==> config.mk <==
export PLATFORM = sky130hd
export DESIGN_NAME = pc_packer
export DESIGN_NICKNAME = d
export VERILOG_FILES = /design/src/rtl/pc_io_pkg.sv /design/src/rtl/rr_arbiter.sv /design/src/rtl/pc_packer.sv
export SDC_FILE = /design/constraint.sdc
export NUM_CORES = 1
export LEC_CHECK = 0
export ABC_AREA = 1
export CAP_MARGIN = 10
export CELL_PAD_IN_SITES_DETAIL_PLACEMENT = 0
export CELL_PAD_IN_SITES_GLOBAL_PLACEMENT = 1
export CORE_UTILIZATION = 45
export CTS_CLUSTER_SIZE = 14
export DETAILED_ROUTE_END_ITERATION = 16
export DONT_BUFFER_PORTS = 1
export GPL_ROUTABILITY_DRIVEN = 1
export GPL_TIMING_DRIVEN = 0
export PLACE_DENSITY = 0.87
export SETUP_SLACK_MARGIN = 0.4
export SYNTH_ARGS = -nofsm -noshare
export SYNTH_HDL_FRONTEND = slang
export SYNTH_SLANG_ARGS = --single-unit
==> constraint.sdc <==
create_clock -name clk -period 7.2 [get_ports clk]
set_input_delay 1.44 -clock clk [delete_from_list [all_inputs] [get_ports clk]]
set_output_delay 1.44 -clock clk [all_outputs]
set_load 0.005 [all_outputs]
==> src/rtl/pc_io_pkg.sv <==
// Word layout shared by the PC-bound packer and the downstream parser.
// MSB 0 marks BD passthrough and MSB 1 marks an FPGA-originated word.
package pc_io_pkg;

  localparam int unsigned NPCout  = 24;
  localparam int unsigned NBDdata = 21;
  localparam int unsigned Nconf   = 16;

  localparam int unsigned FPGA_OR_BD_BIT  = NPCout - 1;
  localparam int unsigned REG_OR_CHAN_BIT = NPCout - 2;
  localparam int unsigned IdW             = NPCout - 2 - Nconf;

  function automatic logic [NPCout-1:0] pack_bd_word(input logic [NBDdata-1:0] data);
    logic [NPCout-1:0] w;
    w                 = '0;
    w[NBDdata-1:0]    = data;
    w[FPGA_OR_BD_BIT] = 1'b0;
    return w;
  endfunction

  function automatic logic [NPCout-1:0] pack_report_word(input logic [IdW-1:0]   id,
                                                         input logic [Nconf-1:0] data);
    logic [NPCout-1:0] w;
    w                  = '0;
    w[FPGA_OR_BD_BIT]  = 1'b1;
    w[REG_OR_CHAN_BIT] = 1'b1;
    w[Nconf +: IdW]    = id;
    w[Nconf-1:0]       = data;
    return w;
  endfunction

endpackage

==> src/rtl/rr_arbiter.sv <==
// Round-robin arbiter: grants the first requester at or after ptr (cyclically).
// The pointer advances past the winner only when the grant is accepted.
module rr_arbiter #(
  parameter int unsigned N = 2
) (
  input  logic         clk,
  input  logic         reset,
  input  logic [N-1:0] req,
  input  logic         accept,
  output logic [N-1:0] grant_onehot,
  output logic         grant_valid
);

  localparam int unsigned PtrW = (N > 1) ? $clog2(N) : 1;

  logic [PtrW-1:0] ptr_q, ptr_d;

  always_comb begin
    int unsigned idx;
    grant_onehot = '0;
    grant_valid  = 1'b0;
    ptr_d        = ptr_q;
    idx          = 0;
    for (int unsigned k = 0; k < N; k++) begin
      idx = 32'(ptr_q) + k;
      if (idx >= N) idx = idx - N;
      if (!grant_valid && req[idx]) begin
        grant_valid       = 1'b1;
        grant_onehot[idx] = 1'b1;
        ptr_d             = (idx + 1 == N) ? '0 : PtrW'(idx + 1);
      end
    end
  end

  always_ff @(posedge clk or negedge reset) begin
    if (!reset) begin
      ptr_q <= '0;
    end else if (accept) begin
      ptr_q <= ptr_d;
    end
  end

endmodule

==> src/rtl/pc_packer.sv <==
// Merges BD words and FPGA report channels into one registered PC-bound stream
// through a round-robin arbiter and a 2-entry output buffer.
module pc_packer
  import pc_io_pkg::*;
#(
  parameter int unsigned Nchan = 8
) (
  input  logic                   clk,
  input  logic                   reset,
  input  logic                   BD_data_in_v,
  output logic                   BD_data_in_a,
  input  logic [NBDdata-1:0]     BD_data_in_d,
  input  logic [Nchan-1:0]       report_channel_in_v,
  output logic [Nchan-1:0]       report_channel_in_a,
  input  logic [Nchan*Nconf-1:0] report_channel_in_d,
  output logic                   PC_out_v,
  input  logic                   PC_out_a,
  output logic [NPCout-1:0]      PC_out_d
);

  localparam int unsigned NReq = Nchan + 1;

  logic [NReq-1:0]   req, grant_onehot;
  logic              grant_valid, accept, pop;
  logic [NPCout-1:0] in_word;
  logic [NPCout-1:0] head_q, head_d, tail_q, tail_d;
  logic [1:0]        count_q, count_d;

  assign req = {BD_data_in_v, report_channel_in_v};

  // Gated by reset so no source is acked while held in reset; PC_out_a is deliberately
  // not used here, so a freed slot is only reused on the following cycle.
  assign accept              = reset && grant_valid && (count_q != 2'd2);
  assign report_channel_in_a = grant_onehot[Nchan-1:0] & {Nchan{accept}};
  assign BD_data_in_a        = grant_onehot[Nchan] & accept;

  assign PC_out_v = (count_q != 2'd0);
  assign PC_out_d = head_q;
  assign pop      = PC_out_v && PC_out_a;

  rr_arbiter #(
    .N(NReq)
  ) u_arb (
    .clk          (clk),
    .reset        (reset),
    .req          (req),
    .accept       (accept),
    .grant_onehot (grant_onehot),
    .grant_valid  (grant_valid)
  );

  always_comb begin
    in_word = pack_bd_word(BD_data_in_d);
    for (int unsigned i = 0; i < Nchan; i++) begin
      if (grant_onehot[i]) begin
        in_word = pack_report_word(IdW'(i), report_channel_in_d[i*Nconf +: Nconf]);
      end
    end
  end

  // head_q is the output register; it keeps its value when the buffer drains.
  always_comb begin
    head_d  = head_q;
    tail_d  = tail_q;
    count_d = count_q;
    case (count_q)
      2'd0: begin
        if (accept) begin
          head_d  = in_word;
          count_d = 2'd1;
        end
      end
      2'd1: begin
        if (accept && pop) begin
          head_d = in_word;
        end else if (accept) begin
          tail_d  = in_word;
          count_d = 2'd2;
        end else if (pop) begin
          count_d = 2'd0;
        end
      end
      default: begin
        if (pop) begin
          head_d  = tail_q;
          count_d = 2'd1;
        end
      end
    endcase
  end

  always_ff @(posedge clk or negedge reset) begin
    if (!reset) begin
      head_q  <= '0;
      tail_q  <= '0;
      count_q <= 2'd0;
    end else begin
      head_q  <= head_d;
      tail_q  <= tail_d;
      count_q <= count_d;
    end
  end

endmodule

After elaboration in Yosys (flattened, before gate mapping)
Index checks and enable logic that the tools add are counted.
{ "op_classes": {"n_bitwise": 11, "order_cmp": 27, "n_shift": 0, "n_mul": 0, "div_mod_pow": 0, "addsub": 26, "reduce_logical": 37, "eq_ne": 15, "muxes": 99} }
{ "op_table": {"columns": ["op", "n"], "rows": [
  ["32-bit by 1-bit adder with 32-bit output, second input constant", 9],
  ["32-bit by 4-bit equality test with 1-bit output, second input constant", 9],
  ["32-bit by 1-bit >= comparator with 1-bit output, second input constant", 9],
  ["32-bit by 5-bit less-than comparator with 1-bit output, second input constant", 9],
  ["32-bit 2-to-1 mux", 9],
  ["24-bit 2-to-1 mux", 11],
  ["32-bit by 4-bit >= comparator with 1-bit output, second input constant", 8],
  ["32-bit by 4-bit subtractor with 32-bit output, second input constant", 8],
  ["9-bit 2-to-1 mux", 9],
  ["4-bit 2-to-1 mux", 18],
  ["9-bit bitwise OR", 8],
  ["24-bit one-hot mux with 2 select lines", 1],
  ["1-bit binary-select mux with 4-bit select", 9],
  ["1-bit demux with 4-bit select", 9],
  ["1-bit 2-to-1 mux", 27],
  ["1-bit logical AND", 21],
  ["4-bit by 3-bit adder with 5-bit output, second input constant", 4],
  ["4-bit by 2-bit adder with 5-bit output, second input constant", 2],
  ["2-bit 2-to-1 mux", 5],
  ["9-bit nonzero test", 1],
  ["8-bit AND", 1],
  ["1-bit logical NOT", 8],
  ["2-bit != test, second input constant", 4],
  ["3-bit AND reduction", 2],
  ["14 further kinds", 14]
]} }
{ "word_totals": {"latch_bits": 0, "wordCells": 219, "out_inout_bits": 34, "memories": 0, "mem_bits_rw": 0, "ff_bits": 54, "rom_bits": 0} }

Depth between registers and ports, before layout
{ "logic_depth": {"depth_word": 39, "ltp_mapped": 39} }

Cells and area by module
From an unflattened synthesis, not the netlist that was laid out.
{ "hier_totals": {"hier_cells": 1778, "area_unflattened_um2": 10312.4} }
{ "modules_own_cells": {"columns": ["mod", "area_per_inst_um2", "cells_per_inst", "instances"], "rows": [
  ["rr_arbiter", 6592.6, 1166, 1],
  ["pc_packer", 3719.8, 612, 1]
]} }

Worst setup path before layout
OpenSTA, ideal clock, no wires.
{ "synth_path": {"path_kind": "flip-flop to output port", "start": "register u_arb.ptr_q[0]", "end": "output port report_channel_in_a[7]", "path_slack_ps": 1650, "arrival_time_ps": 4110, "required_ps": 5760, "stages_incl_launch_ff": 27, "path_cell_list": "dfrtp_1 > buf_2 > inv_2 > buf_2 > ha_1 > inv_1 > o21ai_0 > ha_1 > nand2_2 > buf_4 > o21ai_0 > nand3_1 > nand2_1 > nand2_1 > nand2_1 > nor2_1 > nor2_8 > nand4_4 > nor2_8 > nand2_4 > nor3_1 > nand2_1 > nand3_1 > buf_2 > buf_2 > nand2_1 > inv_1"} }
{ "synth_between": {"elab_chain_len": 32, "elab_cells_between_ends": 143} }
{ "synth_rtl": {"columns": ["element", "line", "text"], "rows": [
  ["start: declaration", "rr_arbiter.sv:16", "logic [PtrW-1:0] ptr_q, ptr_d;"],
  ["start signal: assignment", "rr_arbiter.sv:39", "ptr_q <= ptr_d;"],
  ["parallel branches: the longest is 31 deep, another holds 32-bit by 4-bit subtractor with 32-bit output", null, null],
  ["8-bit AND (*)", "pc_packer.sv:34", "assign report_channel_in_a = grant_onehot[Nchan-1:0] & {Nchan{accept}};"],
  ["end: declaration", "pc_packer.sv:14", "output logic [Nchan-1:0] report_channel_in_a,"]
]} }
Mark *: on every way between the ends. The select of a mux whose other input is x is not followed.

Worst setup path in the final report
{ "layout_path": {"start": "register u_arb.ptr_q[0]", "end": "output port report_channel_in_a[6]"} }
Same word-level chain as after synthesis.

==> impl_metrics.py <==
metrics = {
    "run_status": {
        "run_status": "completed",
    },
    "worst_setup_path": {
        "critPathRequiredTime_ns": 5.76,
        "cp_max_fo": 13,
        "critPathArrivalTime_ns": 5.12,
        "max_stage_delay_ns": 0.44,
        "rrSetupSlack_ns": 1.73,
        "endpoint_kind_of_the_worst_setup_timing_path": "output pin",
        "path_class": "flip-flop to output pin",
        "worstSetupStartpointType": "flip-flop",
        "critical-path-slowest-cell": "dfrtp_2",
    },
    "floorplanning": {
        "ios": 195,
        "initial_core_util_pct": 46.4,
        "standard_cell_rows": 52,
        "die_height_um": 147,
        "die_x_um": 147,
        "core_um2": 20400,
        "design.die.area_um2": 21700,
    },
    "cts": {
        "numClockSinks": 50,
        "cts_max_path_buffers": 2,
        "clockRootBuffer": "clkbuf_16",
        "cts_hold_buffers": 0,
        "cts_tree": "done",
        "clk-insertion-delay-late_ns": 0.30,
        "htree_num_levels": 2,
        "clock_buffer_count_from_cts": 5,
        "clkTransAtPathRegs_ns": 0.07,
    },
    "logic_synthesis": {
        "netlist.area_leader.share_pct": 20.6,
        "synthCells": 1704,
        "ys_top_cells_by_area": "nand2_1, dfrtp_1, nand3_1",
        "main_synth_ff_type": "dfrtp_1",
        "yosysWarnings": 0,
        "synthesis.nets": 1936,
        "synth.distinct_cells": 54,
        "postSynthRegisterBits": 50,
        "synth_area_per_cell_um2": 5.56,
        "count_of_flip_flops_with_a_built_in_enable_after_synthesis": 0,
        "sequential_to_total_area_share_from_yosys_stat_pct": 13.2,
        "netlist.top_cell.by_area": "nand2_1",
        "synth_async_sr_flop_share_pct": 100,
        "synth.cell_area_um2": 9480,
    },
    "flow_run": {
        "cap_viol_max_count": 0,
    },
    "global_routing": {
        "number_of_antenna_violations_at_the_first_check_in_global_routing": 0,
        "grt_max_degree": 52,
        "grt_util_all_layers_pct": 31.3,
        "grt_first_pass_wirelength_um": 53800,
        "grt_overflow_total": 0,
        "vias_in_the_first_global_route": 9833,
    },
    "sta": {
        "setup_ws_post_layout_ns": 0.637,
        "timing.final.hold_violations": 0,
        "timing.final.setup_violations": 0,
        "max_clock_freq_mhz": 152,
        "period_share_pct": 91.2,
        "fin_tns_setup_ns": 0,
        "rsz0062_at_grt": "true",
        "maxSlewHeadroom_pct": 43.0,
        "tightestPinTransition_ns": 0.846,
        "period_minus_slack_ns": 6.56,
        "finalMaxSlewViolations": 0,
        "final.setup_skew_ns": 0.00393,
    },
    "detailed_routing": {
        "vias_per_cell": 5.56,
        "drt_first_pass_iters": 7,
        "drt_wl_total_um": 34900,
        "routed_length_per_instance_um": 17.5,
        "ant_nets": 0,
        "drt_first_iter_violations": 994,
        "route.vias.total": 11100,
        "drt_drc_violations_left": 0,
    },
    "final_layout": {
        "multi_input_area_um2": 7160,
        "final_layout_size_suffix_gt1_share_pct": 9.68,
        "layout.nets": 1956,
        "area_growth_pct": 7.52,
        "layout_commonest_cell": "nand2_1",
        "highest_count_cells_in_the_layout_ignoring_fill_and_taps": "nand2_1, inv_1, nor2_1, nand3_1, a21oi_1",
        "final_antenna_diode_count": 0,
        "fillers": 2275,
        "seq_area_um2": 1250,
    },
    "worst_hold_path": {
        "hold_path_class": "flip-flop to flip-flop",
    },
    "place": {
        "gp_routability_congestion": 0.946,
        "io_buffer_count": 0,
        "pre_cts_ws_ns": 0.128,
        "dp_hpwl_um": 28400,
    },
}
final timing paths:
kind,from,depth (start not counted),to
max reg2reg,u_arb.ptr_q[0],32,PC_out_d[19]
max in group asynchronous,reset,0,u_arb.ptr_q[2]
min reg2reg,tail_q[14],2,tail_q[14]
min in group asynchronous,reset,0,PC_out_d[13]
min,tail_q[14],2,tail_q[14]
max,u_arb.ptr_q[0],30,report_channel_in_a[6]
through the flow:
stage | cells | util (%) | hold WS (ns) | cell area (um2)
2_1_floorplan | 1704 | - | 0.449 | 9480
3_3_place_gp | 1974 | 48.1 | 0.463 | 9820
3_5_place_dp | 1974 | 48.1 | 0.466 | 9820
4_1_cts | 1985 | 49.2 | 0.483 | 10000
5_1_grt | 1995 | 49.9 | 0.500 | 10200
6_report | 1995 | 49.9 | 0.481 | 10200
area by class of cell:
cell class	instances	area share, %
buffer	54	2.97
sequential	50	12.3
inverter	233	8.64
multi-input combinational	1367	70.2
clock buffer	7	1.30
timing repair buffer	13	0.957
tap	270	3.31
clock inverter	1	0.295
synthesized netlist by cell type (22+ instances only):
library cell / number
nand2_1: 520
inv_1: 200
nor2_1: 198
nand3_1: 177
a21oi_1: 96
o21ai_0: 71
ha_1: 70
dfrtp_1: 50
nand4_1: 37
inv_2: 32
nor3_1: 26
buf_2: 25
xor2_1: 22
registers in the layout, summed over array words and instances (netlist names):
register     count
u_arb.ptr_q      4
tail_q          22
count_q          2
PC_out_d        22
critical path: cells and delay by family, from the launching register on:
kind | cells | cell delay (ns)
and+or+nand+nor | 14 | 1.96
buffers and inverters | 12 | 1.53
adders and majority gates | 2 | 0.47
DFF | 1 | 0.44
xor gates and xnor gates | 1 | 0.26
AOI/OAI and AO/OA | 1 | 0.13
metal layers:
layer / wire, um / global-route usage [%] / vias up
li1: - / - / 5543
met1: 16300 / 45.7 / 5083
met2: 15600 / 49.5 / 415
met3: 2540 / 3.35 / 43
met4: 540 / 6.08 / 0
met5: 0 / 0 / -
timing repair:
item / 4_1_cts / 5_1_grt
pin swaps: 0 / 3
resized for setup: 12 / 23
setup buffers: 3 / 10
setup endpoints to repair: 9 / 9
logic make-up (layout without fill, tap and decap cells):
kind of cell,count (synthesis),after routing,synth area share [%]
AOI/OAI and AO/OA,252,252,15.0
xor gates and xnor gates,25,25,2.47
adders and majority gates,71,71,9.45
buffers and inverters,287,308,12.3
DFF,50,50,13.2
other,1,1,0.0396
and+or+nand+nor,1018,1018,47.5
Power is not shown: default switching activity piles up to over one toggle a cycle in this logic, so the estimate is an artifact.
